<file path="config.mk">
export PLATFORM = sky130hd
export DESIGN_NAME = video_timing_ctrl_flat
export DESIGN_NICKNAME = d
export VERILOG_FILES = /design/src/rtl/video_timing_pkg.sv /design/src/rtl/video_timing_ctrl_if.sv /design/src/rtl/video_axis_counter.sv /design/src/rtl/video_timing_ctrl.sv /design/src/flat_wrapper.sv
export SDC_FILE = /design/constraint.sdc
export NUM_CORES = 1
export LEC_CHECK = 0
export CAP_MARGIN = 20
export CORE_UTILIZATION = 52
export DETAILED_ROUTE_END_ITERATION = 6
export MAX_ROUTING_LAYER = met4
export PLACE_DENSITY = 0.86
export RECOVER_POWER = 100
export SYNTH_ARGS = -nofsm -noshare
export SYNTH_HDL_FRONTEND = slang
export SYNTH_SLANG_ARGS = --single-unit
export TNS_END_PERCENT = 5
</file>
<file path="constraint.sdc">
create_clock -name clk_pixel -period 2.6 [get_ports clk_pixel]
set_clock_uncertainty 0.2 [all_clocks]
set_input_delay 0.26 -clock clk_pixel [delete_from_list [all_inputs] [get_ports clk_pixel]]
set_output_delay 0.26 -clock clk_pixel [all_outputs]
set_load 0.02 [all_outputs]
</file>
<file path="src/rtl/video_timing_pkg.sv">
// rtl/video_timing_pkg.sv - shared timing-mode types, mode presets and FSM states
package video_timing_pkg;

  typedef struct packed {
    logic [15:0] h_active;
    logic [15:0] h_fp;
    logic [15:0] h_sync;
    logic [15:0] h_bp;
    logic [15:0] v_active;
    logic [15:0] v_fp;
    logic [15:0] v_sync;
    logic [15:0] v_bp;
  } timing_mode_t;

  localparam timing_mode_t MODE_640x480_60 = '{
    h_active: 16'd640, h_fp: 16'd16, h_sync: 16'd96,  h_bp: 16'd48,
    v_active: 16'd480, v_fp: 16'd10, v_sync: 16'd2,   v_bp: 16'd33
  };

  localparam timing_mode_t MODE_800x600_60 = '{
    h_active: 16'd800, h_fp: 16'd40, h_sync: 16'd128, h_bp: 16'd88,
    v_active: 16'd600, v_fp: 16'd1,  v_sync: 16'd4,   v_bp: 16'd23
  };

  typedef enum logic [1:0] {
    IDLE     = 2'd0,
    RUN      = 2'd1,
    STOPPING = 2'd2
  } vt_state_e;

endpackage

</file>
<file path="src/rtl/video_timing_ctrl_if.sv">
// rtl/video_timing_ctrl_if.sv - raster timing output bundle towards the encoder/fetch path
interface video_timing_ctrl_if #(
  parameter int X_W = 12,
  parameter int Y_W = 11
);
  logic           hsync;
  logic           vsync;
  logic           data_enable;
  logic           hblank;
  logic           vblank;
  logic [X_W-1:0] pixel_x;
  logic [Y_W-1:0] pixel_y;
  logic           frame_start;
  logic           line_start;
  logic [15:0]    frame_cnt;
  logic           fetch_req;
  logic [Y_W-1:0] fetch_y;
  logic           running;

  modport master (
    output hsync, vsync, data_enable, hblank, vblank, pixel_x, pixel_y,
           frame_start, line_start, frame_cnt, fetch_req, fetch_y, running
  );

  modport slave (
    input  hsync, vsync, data_enable, hblank, vblank, pixel_x, pixel_y,
           frame_start, line_start, frame_cnt, fetch_req, fetch_y, running
  );
endinterface

</file>
<file path="src/rtl/video_axis_counter.sv">
// rtl/video_axis_counter.sv - wrap counter 0..MAX with terminal-count flag
module video_axis_counter #(
  parameter int W   = 12,
  parameter int MAX = 799
) (
  input  logic         clk,
  input  logic         clr,
  input  logic         inc,
  output logic [W-1:0] q,
  output logic         tc
);

  assign tc = (q == W'(MAX));

  // count up on inc, wrapping to zero after the terminal value
  always_ff @(posedge clk) begin
    if (clr) begin
      q <= '0;
    end else if (inc) begin
      q <= tc ? '0 : q + 1'b1;
    end
  end

endmodule

</file>
<file path="src/rtl/video_timing_ctrl.sv">
// rtl/video_timing_ctrl.sv - parametrised raster timing generator with frame-aligned start/stop
module video_timing_ctrl
  import video_timing_pkg::*;
#(
  parameter int H_ACTIVE = 640,
  parameter int H_FP     = 16,
  parameter int H_SYNC   = 96,
  parameter int H_BP     = 48,
  parameter int V_ACTIVE = 480,
  parameter int V_FP     = 10,
  parameter int V_SYNC   = 2,
  parameter int V_BP     = 33,
  parameter int H_POL    = 1,
  parameter int V_POL    = 1,
  parameter int X_W      = 12,
  parameter int Y_W      = 11
) (
  input  logic                clk_pixel,
  input  logic                rst,
  input  logic                en,
  video_timing_ctrl_if.master vid
);

  localparam int H_TOTAL  = H_ACTIVE + H_FP + H_SYNC + H_BP;
  localparam int V_TOTAL  = V_ACTIVE + V_FP + V_SYNC + V_BP;
  localparam int HS_START = H_ACTIVE + H_FP;
  localparam int VS_START = V_ACTIVE + V_FP;

  localparam logic [X_W-1:0] H_ACT_X = X_W'(H_ACTIVE);
  localparam logic [X_W-1:0] HS_B_X  = X_W'(HS_START);
  localparam logic [X_W-1:0] HS_E_X  = X_W'(HS_START + H_SYNC);
  localparam logic [Y_W-1:0] V_ACT_Y = Y_W'(V_ACTIVE);
  localparam logic [Y_W-1:0] VS_B_Y  = Y_W'(VS_START);
  localparam logic [Y_W-1:0] VS_E_Y  = Y_W'(VS_START + V_SYNC);
  localparam logic           H_LVL   = (H_POL != 0);
  localparam logic           V_LVL   = (V_POL != 0);

  if (H_TOTAL >= (1 << X_W)) begin : g_bad_x_w
    $error("H_TOTAL does not fit in X_W bits");
  end
  if (V_TOTAL >= (1 << Y_W)) begin : g_bad_y_w
    $error("V_TOTAL does not fit in Y_W bits");
  end

  vt_state_e      state, state_nxt;
  logic           en_q;
  logic           counting;
  logic           frame_end;
  logic [X_W-1:0] h;
  logic [Y_W-1:0] v;
  logic           h_tc, v_tc;
  logic [15:0]    frame_cnt_q;

  logic           d_hsync, d_vsync, d_de, d_hblank, d_vblank;
  logic           d_frame_start, d_line_start, d_fetch;
  logic [Y_W-1:0] next_v, d_fetch_y;

  assign counting  = (state != IDLE);
  assign frame_end = counting && h_tc && v_tc;

  video_axis_counter #(.W(X_W), .MAX(H_TOTAL - 1)) u_h_cnt (
    .clk (clk_pixel),
    .clr (rst || (state == IDLE)),
    .inc (counting),
    .q   (h),
    .tc  (h_tc)
  );

  video_axis_counter #(.W(Y_W), .MAX(V_TOTAL - 1)) u_v_cnt (
    .clk (clk_pixel),
    .clr (rst || (state == IDLE)),
    .inc (counting && h_tc),
    .q   (v),
    .tc  (v_tc)
  );

  // en is registered once at the input; kept out of reset so a held-high en restarts right after reset
  always_ff @(posedge clk_pixel) begin
    en_q <= en;
  end

  // FSM state register
  always_ff @(posedge clk_pixel) begin
    if (rst) state <= IDLE;
    else     state <= state_nxt;
  end

  // FSM next state: stopping only completes on the last pixel of a frame
  always_comb begin
    state_nxt = state;
    case (state)
      IDLE:     if (en_q) state_nxt = RUN;
      RUN:      if (!en_q) state_nxt = STOPPING;
      STOPPING: begin
        if (en_q)           state_nxt = RUN;
        else if (frame_end) state_nxt = IDLE;
      end
      default:  state_nxt = IDLE;
    endcase
  end

  // FSM output decode from (h, v, state); everything collapses to idle values outside counting
  always_comb begin
    next_v        = v_tc ? '0 : v + 1'b1;
    d_de          = counting && (h < H_ACT_X) && (v < V_ACT_Y);
    d_hblank      = counting && !(h < H_ACT_X);
    d_vblank      = counting && !(v < V_ACT_Y);
    d_hsync       = (counting && (h >= HS_B_X) && (h < HS_E_X)) ? H_LVL : ~H_LVL;
    d_vsync       = (counting && (v >= VS_B_Y) && (v < VS_E_Y)) ? V_LVL : ~V_LVL;
    d_line_start  = counting && (h == '0);
    d_frame_start = counting && (h == '0) && (v == '0);
    d_fetch       = counting && (h == H_ACT_X) && (next_v < V_ACT_Y);
    d_fetch_y     = d_fetch ? next_v : '0;
  end

  // completed-frame counter, bumped on the h/v double wrap
  always_ff @(posedge clk_pixel) begin
    if (rst)            frame_cnt_q <= '0;
    else if (frame_end) frame_cnt_q <= frame_cnt_q + 16'd1;
  end

  // single output register stage so every output describes the same counter value
  always_ff @(posedge clk_pixel) begin
    if (rst) begin
      vid.hsync       <= ~H_LVL;
      vid.vsync       <= ~V_LVL;
      vid.data_enable <= 1'b0;
      vid.hblank      <= 1'b0;
      vid.vblank      <= 1'b0;
      vid.pixel_x     <= '0;
      vid.pixel_y     <= '0;
      vid.frame_start <= 1'b0;
      vid.line_start  <= 1'b0;
      vid.frame_cnt   <= '0;
      vid.fetch_req   <= 1'b0;
      vid.fetch_y     <= '0;
      vid.running     <= 1'b0;
    end else begin
      vid.hsync       <= d_hsync;
      vid.vsync       <= d_vsync;
      vid.data_enable <= d_de;
      vid.hblank      <= d_hblank;
      vid.vblank      <= d_vblank;
      vid.pixel_x     <= h;
      vid.pixel_y     <= v;
      vid.frame_start <= d_frame_start;
      vid.line_start  <= d_line_start;
      vid.frame_cnt   <= frame_cnt_q;
      vid.fetch_req   <= d_fetch;
      vid.fetch_y     <= d_fetch_y;
      vid.running     <= counting;
    end
  end

endmodule

</file>
<file path="src/flat_wrapper.sv">
// flat-port wrapper written by rule: the top's interface ports become plain ports
module video_timing_ctrl_flat import video_timing_pkg::*;
#(
  parameter int H_ACTIVE = 640,
  parameter int H_FP     = 16,
  parameter int H_SYNC   = 96,
  parameter int H_BP     = 48,
  parameter int V_ACTIVE = 480,
  parameter int V_FP     = 10,
  parameter int V_SYNC   = 2,
  parameter int V_BP     = 33,
  parameter int H_POL    = 1,
  parameter int V_POL    = 1,
  parameter int X_W      = 12,
  parameter int Y_W      = 11
)
  (clk_pixel, rst, en, vid_hsync, vid_vsync, vid_data_enable, vid_hblank, vid_vblank, vid_pixel_x, vid_pixel_y, vid_frame_start, vid_line_start, vid_frame_cnt, vid_fetch_req, vid_fetch_y, vid_running);
  video_timing_ctrl_if #(.X_W(X_W), .Y_W(Y_W)) vid_i ();
  input  logic clk_pixel;
  input  logic rst;
  input  logic en;
  output wire logic [$bits(vid_i.hsync)-1:0] vid_hsync;
  output wire logic [$bits(vid_i.vsync)-1:0] vid_vsync;
  output wire logic [$bits(vid_i.data_enable)-1:0] vid_data_enable;
  output wire logic [$bits(vid_i.hblank)-1:0] vid_hblank;
  output wire logic [$bits(vid_i.vblank)-1:0] vid_vblank;
  output wire logic [$bits(vid_i.pixel_x)-1:0] vid_pixel_x;
  output wire logic [$bits(vid_i.pixel_y)-1:0] vid_pixel_y;
  output wire logic [$bits(vid_i.frame_start)-1:0] vid_frame_start;
  output wire logic [$bits(vid_i.line_start)-1:0] vid_line_start;
  output wire logic [$bits(vid_i.frame_cnt)-1:0] vid_frame_cnt;
  output wire logic [$bits(vid_i.fetch_req)-1:0] vid_fetch_req;
  output wire logic [$bits(vid_i.fetch_y)-1:0] vid_fetch_y;
  output wire logic [$bits(vid_i.running)-1:0] vid_running;
  assign vid_hsync = vid_i.hsync;
  assign vid_vsync = vid_i.vsync;
  assign vid_data_enable = vid_i.data_enable;
  assign vid_hblank = vid_i.hblank;
  assign vid_vblank = vid_i.vblank;
  assign vid_pixel_x = vid_i.pixel_x;
  assign vid_pixel_y = vid_i.pixel_y;
  assign vid_frame_start = vid_i.frame_start;
  assign vid_line_start = vid_i.line_start;
  assign vid_frame_cnt = vid_i.frame_cnt;
  assign vid_fetch_req = vid_i.fetch_req;
  assign vid_fetch_y = vid_i.fetch_y;
  assign vid_running = vid_i.running;
  video_timing_ctrl #(.H_ACTIVE(H_ACTIVE), .H_FP(H_FP), .H_SYNC(H_SYNC), .H_BP(H_BP), .V_ACTIVE(V_ACTIVE), .V_FP(V_FP), .V_SYNC(V_SYNC), .V_BP(V_BP), .H_POL(H_POL), .V_POL(V_POL), .X_W(X_W), .Y_W(Y_W)) u_core (.clk_pixel(clk_pixel), .rst(rst), .en(en), .vid(vid_i));
endmodule
</file>
==> results of run 1 <==
==> layer usage <==
metal  track usage [%]  part of all wire (%)
met1              28.3                    43
met3              3.92                   5.2
met2              37.2                    49
met5                 -                     0
met4              11.9                   2.2
==> power breakdown <==
part	leakage [nW]	internal [mW]	switching, mW	total, mW
Combinational	1.02	0.0161	0.0392	0.0553
Sequential	0.816	1.55	0.00497	1.56
Clock	0.0990	0.540	0.519	1.06
==> cells by family (layout without fill, tap and decap cells) <==
group,after synthesis,count (layout),share of synthesized area [%]
AOI/OAI and AO/OA,43,43,6.27
muxes,3,3,0.840
xor gates and xnor gates,24,24,5.43
buffers and inverters,34,104,3.71
and+or+nand+nor,204,204,29.8
other,1,2,0.0968
DFF,101,101,52.2
adders and majority gates,5,5,1.61
==> critical path, cell delays in order (launching register included) <==
cell and delay [ns]:
dfxtp_1 0.39, or4b_4 0.59, nor4_4 0.25, buf_4 0.19
clkbuf_4 0.13, buf_4 0.10, and2_0 0.23, mux2i_1 0.21
nor2_1 0.05
==> placed cells by master (no fill, tap or decap), types with 10 or more instances in the layout <==
cell / n
nor3_1: 17
a21oi_1: 18
nand2_1: 29
dfxtp_1: 101
nor2_1: 46
buf_4: 11
nor2b_1: 34
xor2_1: 15
inv_1: 10
dlygate4sd3_1: 60
nand4_1: 11
o21ai_0: 16
nand3_1: 13
==> cells in the mapped netlist (all sizes together), types with 2 or more instances <==
| cell | number |
|---|---|
| buf | 5 |
| or3 | 9 |
| and3 | 9 |
| a21oi | 18 |
| dfxtp | 101 |
| xnor2 | 9 |
| inv | 10 |
| ha | 5 |
| nand4 | 13 |
| or2 | 2 |
| nor2 | 46 |
| clkbuf | 19 |
| xor2 | 15 |
| nand2b | 3 |
| or4 | 3 |
| nand4b | 2 |
| mux2 | 2 |
| nand3b | 3 |
| nand3 | 13 |
| a311oi | 2 |
| nor4b | 3 |
| nor2b | 34 |
| nand2 | 29 |
| nor3 | 17 |
| nor4 | 9 |
| o21ai | 16 |
| and2 | 3 |
| and4 | 3 |
==> through the flow <==
step / utilization (%) / hold WS [ns] / power (mW)
4_1_cts: 67.0 / 0.0621 / 2.70
3_3_place_gp: 64.0 / 0.235 / 1.65
6_report: 66.9 / 0.246 / 2.67
3_5_place_dp: 64.0 / 0.237 / 1.65
2_1_floorplan: - / 0.0877 / 1.63
5_1_grt: 66.9 / 0.256 / 2.76
==> layout make-up <==
class | instances | area share (%)
clock buffer | 10 | 2.64
timing repair buffer | 79 | 14.8
multi-input combinational | 281 | 35.6
sequential | 101 | 41.9
clock inverter | 5 | 1.74
tap | 99 | 2.57
inverter | 10 | 0.777
==> repair_timing <==
action	in CTS	in global routing
buffers inserted	0	2
setup endpoints to repair	0	7
endpoints found under the hold margin	0	0
resized for setup	0	1
==> worst max path at each step <==
stage | slack [ns] | to | cells after the start
final | 0.14 | u_core.frame_cnt_q[1] | 8
after global routing | 0.02 | u_core.frame_cnt_q[8] | 6
after CTS | 0.12 | u_core.frame_cnt_q[15] | 5
after detailed placement | 0.14 | u_core.frame_cnt_q[15] | 5
after global placement | 0.19 | u_core.frame_cnt_q[15] | 5
after floorplan | 0.24 | u_core.frame_cnt_q[15] | 6
==> sequential cells by signal (all words and copies together) (netlist names), 2 cells and up <==
signal / flops
u_core.state: 2
u_core.frame_cnt_q: 16
u_core.u_h_cnt.q: 12
u_core.u_v_cnt.q: 11
u_core.vid.fetch_y: 11
u_core.vid.frame_cnt: 16
u_core.vid.pixel_x: 12
u_core.vid.pixel_y: 11
==> impl_metrics.py, run 1 <==
metrics = {
    "outcome": {
        "status": "finished, final reports clean",
    },
    "power_and_ir_drop": {
        "p_leak_nw": 1.94,
        "p_per_area_nw_per_um2": 554,
        "ir_drop_mv": 0.354,
    },
    "worst_setup_path": {
        "r2r-end": "u_core.frame_cnt_q[1]",
        "worst_setup_path_start_kind": "register",
        "critPathLaunch": "u_core.u_h_cnt.q[5]",
        "rr_startpoint": "u_core.u_h_cnt.q[5]",
        "r2r_setup_slack_ns": 0.14,
        "end_kind": "register",
        "cp_data_arrival_time_ns": 2.50,
        "cp.required_ns": 2.64,
        "path_class": "reg2reg",
        "rr_worst_depth": 8,
        "cp_max_fo": 8,
    },
    "clock_network": {
        "ctsHoldBuffers": 0,
        "cts_tree": "yes",
        "worstSkewPairLatency_ns": 0.36,
        "clockBufferDepth": 2,
        "htreeDepth": 3,
        "numCtsBuffers": 9,
        "clock-sinks": 101,
        "path_clk_slew_ns": 0.09,
        "cts-root-buf": "clkbuf_8",
    },
    "final_layout": {
        "post-route-cell-area_um2": 4830,
        "drive_above_1_share_pct": 7.82,
        "nets": 490,
        "multi_input_area_um2": 1720,
        "instances_no_fill": 585,
        "area_growth_pct": 24.6,
        "n_fill_cell": 590,
        "seqCellArea_um2": 2020,
        "n_antenna_cell": 0,
    },
    "timing": {
        "slew_violations": 0,
        "fin_setup_tns_ns": 0,
        "setup_violations": 0,
        "tightest_slew_ns": 0.765,
        "final_hold_viol_count": 0,
        "max_slew_margin_pct": 49.0,
        "finalWorstPathRequiredPeriod_ns": 2.46,
        "finalWorstSetupSlack_ns": 0.137,
        "rsz0062_at_grt": "no",
        "fmax_mhz": 406,
        "min_period_over_period_pct": 94.7,
    },
    "place": {
        "place_hpwl_mm": 5.93,
        "dp.cells": 568,
        "placed_area_um2": 4620,
        "dp_slack_ns": 0.144,
        "io_buffer_count": 61,
        "gp_congestion": 0.901,
    },
    "synthesis": {
        "dominantRegCellSynth": "dfxtp_1",
        "yosysTopAreaCellShare_pct": 52.2,
        "synth.lib_cells_used.distinct": 48,
        "synth.area.top_cells": "dfxtp_1 (52%), nor2b_1 (5.5%), nor2_1 (4.5%), xor2_1 (3.4%), nand2_1 (2.8%)",
        "ys_ff_latch": 101,
        "synth_seq_area_share_pct": 52.2,
        "syn_avg_cell_area_um2": 9.33,
        "synth_edf_count": 0,
        "syn_inst": 415,
        "syn-cell-area_um2": 3870,
        "yosys_warnings": 0,
        "synth_area_leader_cell": "dfxtp_1",
        "async_flop_share_pct": 0,
    },
    "floorplan": {
        "start_util_pct": 53.7,
        "die-area_um2": 7800,
        "core_area_um2": 7210,
        "pin_count": 62,
        "num_rows": 31,
        "die_h_um": 88.3,
        "die_width_um": 88.3,
    },
    "detailed_routing": {
        "dr.pass1.iters": 4,
        "vias": 3171,
        "wl_per_cell_um": 14.3,
        "drc": 0,
        "vias_per_cell": 5.42,
        "drt_iter0_markers": 207,
        "ant_nets": 0,
        "routed_wl_mm": 8.35,
    },
    "global_route": {
        "grt_pass1_vias": 2902,
        "grt.total_usage_pct": 23.3,
        "grt_first_pass_wirelength_mm": 13.4,
        "antenna_found_initial": 0,
        "grt_max_degree": 44,
        "grt_overflow": 0,
    },
    "worst_hold_path": {
        "hold_class": "in2reg",
        "holdPathEnd": "u_core.en_q",
        "hold-path-cell-count": 1,
        "hold_start": "en",
    },
    "flow_run": {
        "drv_cap": 0,
    },
}
No activity file was read; power rests on OpenSTA's default activity.
==> run 2: changes to the inputs <==
--- a/config.mk
+++ b/config.mk
@@ -7,6 +7,7 @@
 export LEC_CHECK = 0
 export CAP_MARGIN = 20
 export CORE_UTILIZATION = 52
+export CTS_CLUSTER_SIZE = 14
 export DETAILED_ROUTE_END_ITERATION = 6
 export MAX_ROUTING_LAYER = met4
 export PLACE_DENSITY = 0.86
==> results of run 2 <==
No change in the layout: final DEF, timing and power equal those of run 1.
